**config.mk**
```make
export PLATFORM = sky130hd
export DESIGN_NAME = usb_serial_fifo
export DESIGN_NICKNAME = d
export VERILOG_FILES = /design/src/rtl/usb_serial_pkg.sv /design/src/rtl/usb_byte_fifo.sv /design/src/rtl/usb_serial_fifo.sv
export SDC_FILE = /design/constraint.sdc
export NUM_CORES = 1
export LEC_CHECK = 0
export ABC_AREA = 1
export ABC_CLOCK_PERIOD_IN_PS = 4300
export BUFFER_PORTS_ARGS = -buffer_cell sky130_fd_sc_hd__buf_2
export CORE_ASPECT_RATIO = 0.5
export CORE_MARGIN = 10
export CORE_UTILIZATION = 40
export DETAILED_ROUTE_END_ITERATION = 7
export PLACE_DENSITY = 0.68
export SLEW_MARGIN = 5
export SYNTH_ARGS = -nofsm -noshare
export SYNTH_HDL_FRONTEND = slang
export SYNTH_HIERARCHICAL = 1
export SYNTH_SLANG_ARGS = --single-unit
```
**constraint.sdc**
```tcl
create_clock -name clk_i -period 4.3 [get_ports clk_i]
set_clock_uncertainty 0.15 [all_clocks]
set_input_delay 0.86 -clock clk_i [delete_from_list [all_inputs] [get_ports clk_i]]
set_output_delay 0.86 -clock clk_i [all_outputs]
set_load 0.05 [all_outputs]
```
**src/rtl/usb_serial_pkg.sv**
```systemverilog
// Shared register map, status layout and helpers for the USB serial FIFO bridge.
package usb_serial_pkg;

    // Register byte offsets (addr_i[1:0] ignored)
    localparam logic [3:0] CTRL_OFS = 4'd0;
    localparam logic [3:0] RDR_OFS  = 4'd4;
    localparam logic [3:0] TDR_OFS  = 4'd8;
    localparam logic [3:0] STA_OFS  = 4'd12;

    // Word select decoded from addr_i[3:2]
    typedef enum logic [1:0] {
        REG_CTRL = 2'd0,
        REG_RDR  = 2'd1,
        REG_TDR  = 2'd2,
        REG_STA  = 2'd3
    } reg_sel_e;

    // CTRL flush bits
    localparam int CTRL_TX_FLUSH = 0;
    localparam int CTRL_RX_FLUSH = 1;

    // STA bit indices
    localparam int STA_TX_FULL     = 0;
    localparam int STA_RX_NONEMPTY = 1;
    localparam int STA_TX_EMPTY    = 2;
    localparam int STA_RX_OVF      = 3;
    localparam int STA_TX_OVF      = 4;

    // STA word layout, MSB first; matches the bit indices above
    typedef struct packed {
        logic [7:0] rsvd_hi;
        logic [7:0] rx_count;
        logic [7:0] tx_count;
        logic [2:0] rsvd_lo;
        logic       tx_ovf;
        logic       rx_ovf;
        logic       tx_empty;
        logic       rx_nonempty;
        logic       tx_full;
    } sta_t;

    // Counts of 256 do not fit in 8 bits; report them as 255
    function automatic logic [7:0] sat_cnt8(input logic [8:0] c);
        return c[8] ? 8'hFF : c[7:0];
    endfunction

endpackage

```
**src/rtl/usb_byte_fifo.sv**
```systemverilog
// Byte FIFO with first-word fall-through head, flush and overflow pulse.
module usb_byte_fifo #(
    parameter int DEPTH = 16,
    parameter int AW    = $clog2(DEPTH)
) (
    input  logic          clk_i,
    input  logic          rstn_i,
    input  logic          flush_i,
    input  logic          push_i,
    input  logic [7:0]    data_i,
    input  logic          pop_i,
    output logic [7:0]    head_o,
    output logic          full_o,
    output logic          empty_o,
    output logic [AW:0]   count_o,
    output logic          ovf_o
);

    logic [7:0]  mem [DEPTH];
    logic [AW:0] wptr, rptr;
    logic        do_pop, do_push;

    assign empty_o = (wptr == rptr);
    assign full_o  = (wptr[AW] != rptr[AW]) && (wptr[AW-1:0] == rptr[AW-1:0]);
    assign count_o = wptr - rptr;

    // A pop frees a slot in the same cycle, so push into a full FIFO is legal then
    assign do_pop  = pop_i && !empty_o && !flush_i;
    assign do_push = push_i && (!full_o || do_pop) && !flush_i;
    assign ovf_o   = push_i && full_o && !do_pop && !flush_i;

    // Storage is unreset, so the head is masked while nothing valid is held
    assign head_o  = empty_o ? 8'h00 : mem[rptr[AW-1:0]];

    // Pointer update; flush dominates any push/pop in the same cycle
    always_ff @(posedge clk_i or negedge rstn_i) begin
        if (!rstn_i) begin
            wptr <= '0;
            rptr <= '0;
        end else if (flush_i) begin
            wptr <= '0;
            rptr <= '0;
        end else begin
            if (do_push) wptr <= wptr + 1'b1;
            if (do_pop)  rptr <= rptr + 1'b1;
        end
    end

    // Data storage write
    always_ff @(posedge clk_i) begin
        if (do_push) mem[wptr[AW-1:0]] <= data_i;
    end

endmodule

```
**src/rtl/usb_serial_fifo.sv**
```systemverilog
// CPU register front-end with TX/RX byte FIFOs toward the USB CDC core.
module usb_serial_fifo
    import usb_serial_pkg::*;
#(
    parameter int DEPTH = 16,
    parameter int AW    = $clog2(DEPTH)
) (
    input  logic        clk_i,
    input  logic        rstn_i,
    input  logic        bus_wr_i,
    input  logic        bus_rd_i,
    input  logic [3:0]  addr_i,
    input  logic [31:0] wdata_i,
    output logic [31:0] rdata_o,
    output logic [7:0]  send_data_o,
    output logic        send_valid_o,
    input  logic        send_ready_i,
    input  logic [7:0]  recv_data_i,
    input  logic        recv_valid_i
);

    reg_sel_e    sel;
    logic        wr_ctrl, wr_tdr, wr_sta, rd_rdr;
    logic        tx_flush, rx_flush;
    logic [7:0]  tx_head, rx_head;
    logic        tx_full, tx_empty, rx_full, rx_empty;
    logic [AW:0] tx_count, rx_count;
    logic        tx_ovf_pulse, rx_ovf_pulse;
    logic        tx_ovf, rx_ovf;
    sta_t        sta;
    logic        unused_bits;

    assign sel     = reg_sel_e'(addr_i[3:2]);
    assign wr_ctrl = bus_wr_i && (sel == REG_CTRL);
    assign wr_tdr  = bus_wr_i && (sel == REG_TDR);
    assign wr_sta  = bus_wr_i && (sel == REG_STA);
    assign rd_rdr  = bus_rd_i && (sel == REG_RDR);

    assign tx_flush = wr_ctrl && wdata_i[CTRL_TX_FLUSH];
    assign rx_flush = wr_ctrl && wdata_i[CTRL_RX_FLUSH];

    assign unused_bits = ^{addr_i[1:0], wdata_i[31:8], rx_full};

    usb_byte_fifo #(.DEPTH(DEPTH), .AW(AW)) u_tx (
        .clk_i   (clk_i),
        .rstn_i  (rstn_i),
        .flush_i (tx_flush),
        .push_i  (wr_tdr),
        .data_i  (wdata_i[7:0]),
        .pop_i   (send_valid_o && send_ready_i),
        .head_o  (tx_head),
        .full_o  (tx_full),
        .empty_o (tx_empty),
        .count_o (tx_count),
        .ovf_o   (tx_ovf_pulse)
    );

    usb_byte_fifo #(.DEPTH(DEPTH), .AW(AW)) u_rx (
        .clk_i   (clk_i),
        .rstn_i  (rstn_i),
        .flush_i (rx_flush),
        .push_i  (recv_valid_i),
        .data_i  (recv_data_i),
        .pop_i   (rd_rdr),
        .head_o  (rx_head),
        .full_o  (rx_full),
        .empty_o (rx_empty),
        .count_o (rx_count),
        .ovf_o   (rx_ovf_pulse)
    );

    assign send_valid_o = !tx_empty;
    assign send_data_o  = tx_head;

    // Status word as seen by a read this cycle
    always_comb begin
        sta             = '0;
        sta.tx_full     = tx_full;
        sta.rx_nonempty = !rx_empty;
        sta.tx_empty    = tx_empty;
        sta.rx_ovf      = rx_ovf;
        sta.tx_ovf      = tx_ovf;
        sta.tx_count    = sat_cnt8(9'(tx_count));
        sta.rx_count    = sat_cnt8(9'(rx_count));
    end

    // Sticky overflow flags: flush clears, new overflow beats a W1C clear
    always_ff @(posedge clk_i or negedge rstn_i) begin
        if (!rstn_i) begin
            tx_ovf <= 1'b0;
            rx_ovf <= 1'b0;
        end else begin
            if (tx_flush)                            tx_ovf <= 1'b0;
            else if (tx_ovf_pulse)                   tx_ovf <= 1'b1;
            else if (wr_sta && wdata_i[STA_TX_OVF])  tx_ovf <= 1'b0;

            if (rx_flush)                            rx_ovf <= 1'b0;
            else if (rx_ovf_pulse)                   rx_ovf <= 1'b1;
            else if (wr_sta && wdata_i[STA_RX_OVF])  rx_ovf <= 1'b0;
        end
    end

    // Registered read data; holds between reads
    always_ff @(posedge clk_i or negedge rstn_i) begin
        if (!rstn_i) begin
            rdata_o <= '0;
        end else if (bus_rd_i) begin
            case (sel)
                REG_RDR: rdata_o <= {24'b0, rx_head};
                REG_STA: rdata_o <= sta;
                default: rdata_o <= '0;
            endcase
        end
    end

endmodule
```
# --- Word-level counts from Yosys, hierarchy flattened ---
# Memory sizes are Yosys's and may differ from the RTL's.
# Cells that the tools add are included.
word_totals:
  elab_cells: 87
  latchBits: 0
  mem_bits_rw: 256
  inputBits: 50
  register_bits: 54
  mem_bits_ro: 0
  memories: 2
  output_inout_bits: 41
op_classes:
  add_sub_neg: 6
  muxes: 21
  eq_ne: 9
  shifts: 0
  n_div: 0
  n_reduce_logical: 42
  multipliers: 0
  bitwise_logic: 0
  n_lt_le_gt_ge: 0
memory_table:
  columns: ["memory", "words", "word_bits", "read_ports", "rd_clocked_by_memory_dff", "write_ports", "line_no", "text"]
  rows:
  - ["u_rx.mem", 16, 8, 1, 0, 1, "usb_byte_fifo.sv:19", "logic [7:0] mem [DEPTH];"]
  - ["u_tx.mem", 16, 8, 1, 0, 1, "usb_byte_fifo.sv:19", null]
ops:
  columns: ["operator", "n"]
  rows:
  - ["$pmux 21 s2", 1]
  - ["$mux 5", 8]
  - ["$logic_and 1x1->1", 25]
  - ["$add 5x1->5 const B", 4]
  - ["$mux 8", 2]
  - ["$eq 5x5->1", 2]
  - ["$mux 1", 10]
  - ["$sub 5x5->5", 2]
  - ["$eq 4x4->1", 2]
  - ["$logic_not 1->1", 8]
  - ["$reduce_bool 2->1", 4]
  - ["$reduce_bool 3->1", 2]
  - ["$eq 2x2->1 const B", 2]
  - ["$eq 2x1->1 const B", 1]
  - ["$logic_not 2->1", 1]
  - ["$logic_or 1x1->1", 2]
  - ["$ne 1x1->1", 2]

# --- Longest topological paths before layout ---
# Gate-level depths: netlist of the first run.
depth:
  word_depth: 10
  ltp_mapped: 14
  mapped_depth_nobuf: 12

# --- Hierarchy ---
# Netlist of the first run, hierarchy kept.
modules_own_cells:
  columns: ["mod", "n_inst", "cells_per_inst", "area_each_um2", "seq_area_each_um2"]
  rows:
  - ["usb_byte_fifo at u_rx", 1, 664, 6453.7, 4093.9]
  - ["usb_byte_fifo at u_tx", 1, 663, 6451.2, 4093.9]
  - ["usb_serial_fifo", 1, 116, 1043.5, 500.5]

# --- Least setup slack after synthesis of the first run ---
# No wires, ideal clock.
synth_timing:
  path_kind: "reg2out"
  startpoint: "register u_tx.rptr[1]"
  endpoint: "output port send_data_o[0]"
  t_arrival_ns: 2.373
  setup_slack_ns: 0.917
  path_buffers: 2
  required_ns: 3.290
  stages_incl_launch_ff: 10
  cell_sequence: "dfrtp_1 -> buf_2 -> clkinv_1 -> buf_2 -> ha_1 -> nand2_1 -> nor2_2 -> nand2_1 -> clkinv_1 -> a21oi_1"
synth_between:
  elab_chain_cells: 2
  elab_cells_between_ends: 3
  cone_classes: "1 x eq/ne; 1 x mux; 1 x memory"
synth_rtl:
  columns: ["element", "line_no", "text"]
  rows:
  - ["from (decl)", "usb_byte_fifo.sv:20", "logic [AW:0] wptr, rptr;"]
  - ["from (signal assigned)", "usb_byte_fifo.sv:45", "if (do_pop) rptr <= rptr + 1'b1;"]
  - ["$eq 5x5->1", "usb_byte_fifo.sv:23", "assign empty_o = (wptr == rptr);"]
  - ["via tx_empty", "usb_serial_fifo.sv:26", "logic tx_full, tx_empty, rx_full, rx_empty;"]
  - ["$mux 8", "usb_byte_fifo.sv:33", "assign head_o = empty_o ? 8'h00 : mem[rptr[AW-1:0]];"]
  - ["to (decl)", "usb_serial_fifo.sv:15", "output logic [7:0] send_data_o,"]
# The timed path passes the listed nets, and every way through them passes these cells.

# --- Worst setup path in the final report of the first run ---
layout_timing:
  startpoint: "register u_tx.rptr[0]"
  endpoint: "output port send_data_o[5]"
layout_between:
  elab_chain_cells: 2
  elab_cells_between_ends: 3
  cone_classes: "1 x eq/ne; 1 x mux; 1 x memory"
layout_rtl:
  columns: ["element", "line_no"]
  rows:
  - ["$mem_v2 16x8 or $eq 5x5->1 (tied branches)", null]
  - ["$mux 8 (*)", "usb_byte_fifo.sv:33"]
# Every way passes the cells marked *; elsewhere a longest branch is shown, timed or not.

==> run summary, run 1 <==
Setup TNS after final layout: 0 ns
DRT antenna net count: 0
Port-buffer cells: 50
Peak VDD IR: 0.552 mV
Total grt overflow: 0
Cell Pwr Density: 638 nW/um^2
Initial core utilization: 0.405
Maximum number of pins on one net before global-route repair: 67
IO Count: 91
Number of diodes: 0
Routed vias: 9374
Required time of the critical path: 3.29 ns
Core Box Area: 34400 um^2
Initial antenna violation count: 1
Placed cell area: 14500 um^2
Vias per cell: 4.73
GRT Total Usage: 0.140
Number of global-route vias before repair: 8863
Max Cap Viol: 0
Htree depth: 1
Post-layout util: 0.449
First-pass GRT wire length: 48800 um
Die W: 284 um
CP Max Fanout: 44
Final period utilization: 0.885
Mean post-synth cell area: 9.67 um^2
Achievable frequency: 263 MHz
Hold buffer count at cts: 0
Clk slew on worst S/H paths: 0.06 ns
CTS Buf Count: 28
Slew margin rel.: 0.211
Fin area: 15400 um^2
DRT iter0 DRCs: 667
Slew @ Worst Pin: 1.18 ns
RSZ-0062 raised after global routing: false
Final nets: 1553
Setup Buffers After CTS: 0
Status: finished clean
CP endpoint kind: primary output
CTS Buffer Depth: 3
Clock root buffer: clkbuf_16
Num rows: 48
Non-Filler Instances: 1980
Most common cell after layout, fill and taps aside: nand2_1
# DRC: 0
Clock Sinks: 296
Crit path arrival time: 2.80 ns
Most frequent cells in the layout: 537 x nand2_1, 256 x edfxtp_1, 203 x inv_1
Final setup margin: 0.493 ns
Synth warnings: 6
Leak: 6.76 nW
Pre-CTS WS: 0.949 ns
Clock latency at the later pin of the worst-skew pair: 0.55 ns
Overall power: 9.85 mW
Placed instance count: 1928
Fin crit period: 3.81 ns
Endpoints failing hold: 0
Crit start category: flop
CTS resizes: 0
Cell area after synthesis: 13900 um^2
Critical path class: flop to primary output
Wire length per cell: 15.8 um
Syn-to-layout area delta: 10.8%
Placer Congestion: 0.800
Total Wirelength: 31300 um
CTS tree: built
Type of the tightest min-delay check: primary input to async pin
Layout cell share with drive strength beyond 1: 0.104
Post-synthesis cell count: 1442
WHS: 0.300 ns
Die footprint: 43200 um^2
Die Ht: 152 um
DP HPWL: 19600 um
Max Slew Vio Count: 0
Setup violators final: 0
TritonRoute pass-1 iters: 5
==> layout make-up <==
| cell class | instances | area [um^2] |
|---|---|---|
| Clock buffer | 35 | 748 |
| Clock inverter | 17 | 176 |
| Fill cell | 3192 | 19000 |
| Inverter | 218 | 818 |
| Multi-Input combinational cell | 872 | 4040 |
| Sequential cell | 296 | 8690 |
| Tap cell | 475 | 594 |
| Timing Repair Buffer | 67 | 378 |
==> worst max-delay path: stages (launching register included) <==
cell and delay [ns]:
dfrtp_2 0.42, inv_2 0.60, buf_4 0.34, nand2_1 0.07
nand2_1 0.06, nand2_1 0.05, nand3_1 0.07, nand3_1 0.08
a21oi_1 0.23, buf_2 0.32
==> state kept, by name, indices dropped and copies added (netlist names) <==
| register | cells |
|---|---|
| rx_ovf | 1 |
| u_rx/mem | 128 |
| tx_ovf | 1 |
| u_rx/wptr | 5 |
| rdata_o | 18 |
| u_tx/rptr | 5 |
| u_rx/rptr | 5 |
| u_tx/mem | 128 |
| u_tx/wptr | 5 |
==> worst paths after layout <==
check	start	slack [ns]	end	cells past startpoint
max in group asynchronous	rstn_i	3.03	u_rx/rptr[0]	1
min in group clk_i	rdata_o[10]	0.33	rdata_o[10]	2
worst min register to register	rdata_o[10]	0.33	rdata_o[10]	2
worst max register to register	u_tx/rptr[2]	0.94	u_tx/mem[0][6]	11
worst min-delay path	rstn_i	0.30	rdata_o[6]	1
worst max-delay path	u_tx/rptr[0]	0.49	send_data_o[5]	9
==> layer usage <==
| metal | track usage | wire length, um |
|---|---|---|
| met5 | 0 | 18 |
| met4 | 0.0426 | 839 |
| met3 | 0.0211 | 1570 |
| met2 | 0.252 | 15800 |
| met1 | 0.172 | 13000 |
==> power by group <==
| group | internal [mW] | total, mW | switching, mW |
|---|---|---|---|
| clock network | 1.47 | 2.49 | 1.02 |
| registers | 3.38 | 3.53 | 0.152 |
| logic | 1.04 | 3.83 | 2.79 |
(Power assumes the default switching activity.)
==> run 2, diff against run 1 <==
--- a/config.mk
+++ b/config.mk
@@ -8,7 +8,7 @@
 export ABC_AREA = 1
 export ABC_CLOCK_PERIOD_IN_PS = 4300
 export BUFFER_PORTS_ARGS = -buffer_cell sky130_fd_sc_hd__buf_2
-export CORE_ASPECT_RATIO = 0.5
+export CAP_MARGIN = 20
 export CORE_MARGIN = 10
 export CORE_UTILIZATION = 40
 export DETAILED_ROUTE_END_ITERATION = 7
==> run summary, run 2 (synthesized netlist as in run 1, its figures left out) <==
Status: finished clean
Slowest Stage Delay on Critical Path: 0.55 ns (-0.05 ns)
Placed cell area: 14500 um^2 (-0.29%)
Final period utilization: 0.899 (+0.0140)
CP endpoint kind: primary output
DRT antenna net count: 0 (unchanged)
Filler cells: 3160 (-1.0%)
Critical path class: flop to primary output
Fin crit period: 3.87 ns (+0.0601 ns)
CTS tree: built
Setup Buffers After CTS: 0 (unchanged)
Htree depth: 1 (unchanged)
Most common cell after layout, fill and taps aside: nand2_1
Crit start category: flop
Maximum number of pins on one net before global-route repair: 67 (unchanged)
Required time of the critical path: 3.29 ns (about the same)
Initial core utilization: 0.405 (-0.000530)
Setup TNS after final layout: 0 ns (unchanged)
Total Wirelength: 31700 um (+1.6%)
Most frequent cells in the layout: 537 x nand2_1, 256 x edfxtp_1, 203 x inv_1
DP HPWL: 20400 um (+4.0%)
Initial antenna violation count: 0 (-1)
CTS Buf Count: 31 (+11%)
Clock Sinks: 296 (unchanged)
Syn-to-layout area delta: 10.6%
Area of the multi-input gates: 4040 um^2 (unchanged)
Post-layout util: 0.448 (-0.00117)
Achievable frequency: 259 MHz (-1.6%)
Setup violators final: 0 (unchanged)
Routed vias: 9465 (+0.97%)
IO Count: 91 (unchanged)
Cell Pwr Density: 640 nW/um^2 (+0.34%)
CP cell instances: clkinvlp_4 -> ha_1 -> nand2_1 -> nor2_2 -> nand2_1 -> clkinv_1 -> buf_4 -> a21oi_1 -> buf_2
Endpoints failing hold: 0 (unchanged)
Fin area: 15400 um^2 (-0.13%)
Wire length per cell: 16.2 um (+2.6%)
Core Box Area: 34500 um^2 (+0.13%)
DRT iter0 DRCs: 647 (-3.0%)
Die Ht: 207 um (+36%)
Clock latency at the later pin of the worst-skew pair: 0.55 ns (about the same)
Leak: 6.74 nW (-0.22%)
Slew @ Worst Pin: 0.941 ns (-0.241 ns)
TritonRoute pass-1 iters: 5 (unchanged)
RSZ-0062 raised after global routing: false
Pre-CTS WS: 0.505 ns (-0.443 ns)
Clock root buffer: clkbuf_16
GRT Total Usage: 0.147 (+0.00649)
FF/Latch Area: 8690 um^2 (about the same)
Num rows: 68 (+42%)
Final nets: 1552 (-0.064%)
CP Max Fanout: 13 (-70%)
Critical Path Most Common Cell: nand2_1
CP Buf/Inv Count: 4 (+1)
Crit path arrival time: 2.86 ns (+0.06 ns)
Total grt overflow: 0 (unchanged)
Hold buffer count at cts: 0 (unchanged)
Slew margin rel.: 0.372 (+0.162)
Port-buffer cells: 50 (unchanged)
Crit-path slowest cell: dfrtp_2
Delay-heaviest family, CP: buffers and inverters
Number of diodes: 0 (unchanged)
Type of the tightest min-delay check: primary input to async pin
# DRC: 0 (unchanged)
Layout cell share with drive strength beyond 1: 0.106 (+0.00133)
Vias per cell: 4.83 (+2.0%)
Peak VDD IR: 0.775 mV (+40%)
Final setup margin: 0.433 ns (-0.0601 ns)
First-pass GRT wire length: 49500 um (+1.4%)
Die W: 207 um (-27%)
Max Cap Viol: 0 (unchanged)
Number of global-route vias before repair: 9055 (+2.2%)
CTS Buffer Depth: 3 (unchanged)
Clk slew on worst S/H paths: 0.06 ns (about the same)
Max Slew Vio Count: 0 (unchanged)
Die footprint: 42700 um^2 (-1.0%)
Placer Congestion: 0.873 (+9.1%)
## run 2: cell type report
class,count,area share
Sequential cell,296,0.564
Multi-Input combinational cell,872,0.262
Timing Repair Buffer,63,0.0234
Inverter,218,0.0533
Tap cell,455,0.0369
Clock buffer,33,0.0508
Clock inverter,23,0.0103
## run 2: worst register-to-register path: cells and delay by family (launching register included)
kind | cells | cell delay, ns
buffers and inverters | 3 | 0.48
AO/OA/AOI/OAI | 1 | 0.29
AND/OR/NAND/NOR | 6 | 1.29
adder cells (fa/ha/maj) | 1 | 0.40
flip-flops | 1 | 0.55
## run 2: worst paths after layout
path / start / endpoint / slack [ns] / cells after the start
setup / recovery: u_tx/rptr[2] / send_data_o[7] / 0.43 / 9
hold / removal: rstn_i / u_tx/rptr[4] / 0.30 / 1
setup reg to reg: u_tx/rptr[2] / u_tx/mem[9][3] / 0.76 / 11
hold reg to reg: rdata_o[12] / rdata_o[12] / 0.33 / 2
max in group asynchronous: rstn_i / u_rx/rptr[0] / 3.05 / 1
min in group clk_i: rdata_o[12] / rdata_o[12] / 0.33 / 2
## run 2: metal layers
metal | share of wire | GRT usage
met1 | 0.43 | 0.194
met2 | 0.49 | 0.248
met3 | 0.058 | 0.0181
met4 | 0.025 | 0.0448
met5 | 0 | 0
## run 2: what timing repair did
| action | in CTS | in global routing |
|---|---|---|
| endpoints found under the hold margin | 0 | 0 |
| resized for setup | 0 | 2 |
| endpoints found under the setup margin | 0 | 9 |
## run 2: power breakdown
group          total (mW)  internal (mW)  switching (mW)  leakage, nW
combinational        3.81           1.03            2.77         3.45
sequential           3.57           3.38           0.190         2.84
clock                2.49           1.42            1.07        0.458
## run 2: stage by stage
step	power, mW	instances	hold slack (ns)
global placement	7.34	1903	0.316
global route	10.5	1960	0.355
floorplan	6.46	1455	0.329
CTS	9.92	1960	0.325
finish	9.87	1960	0.299
detailed placement	7.42	1904	0.317
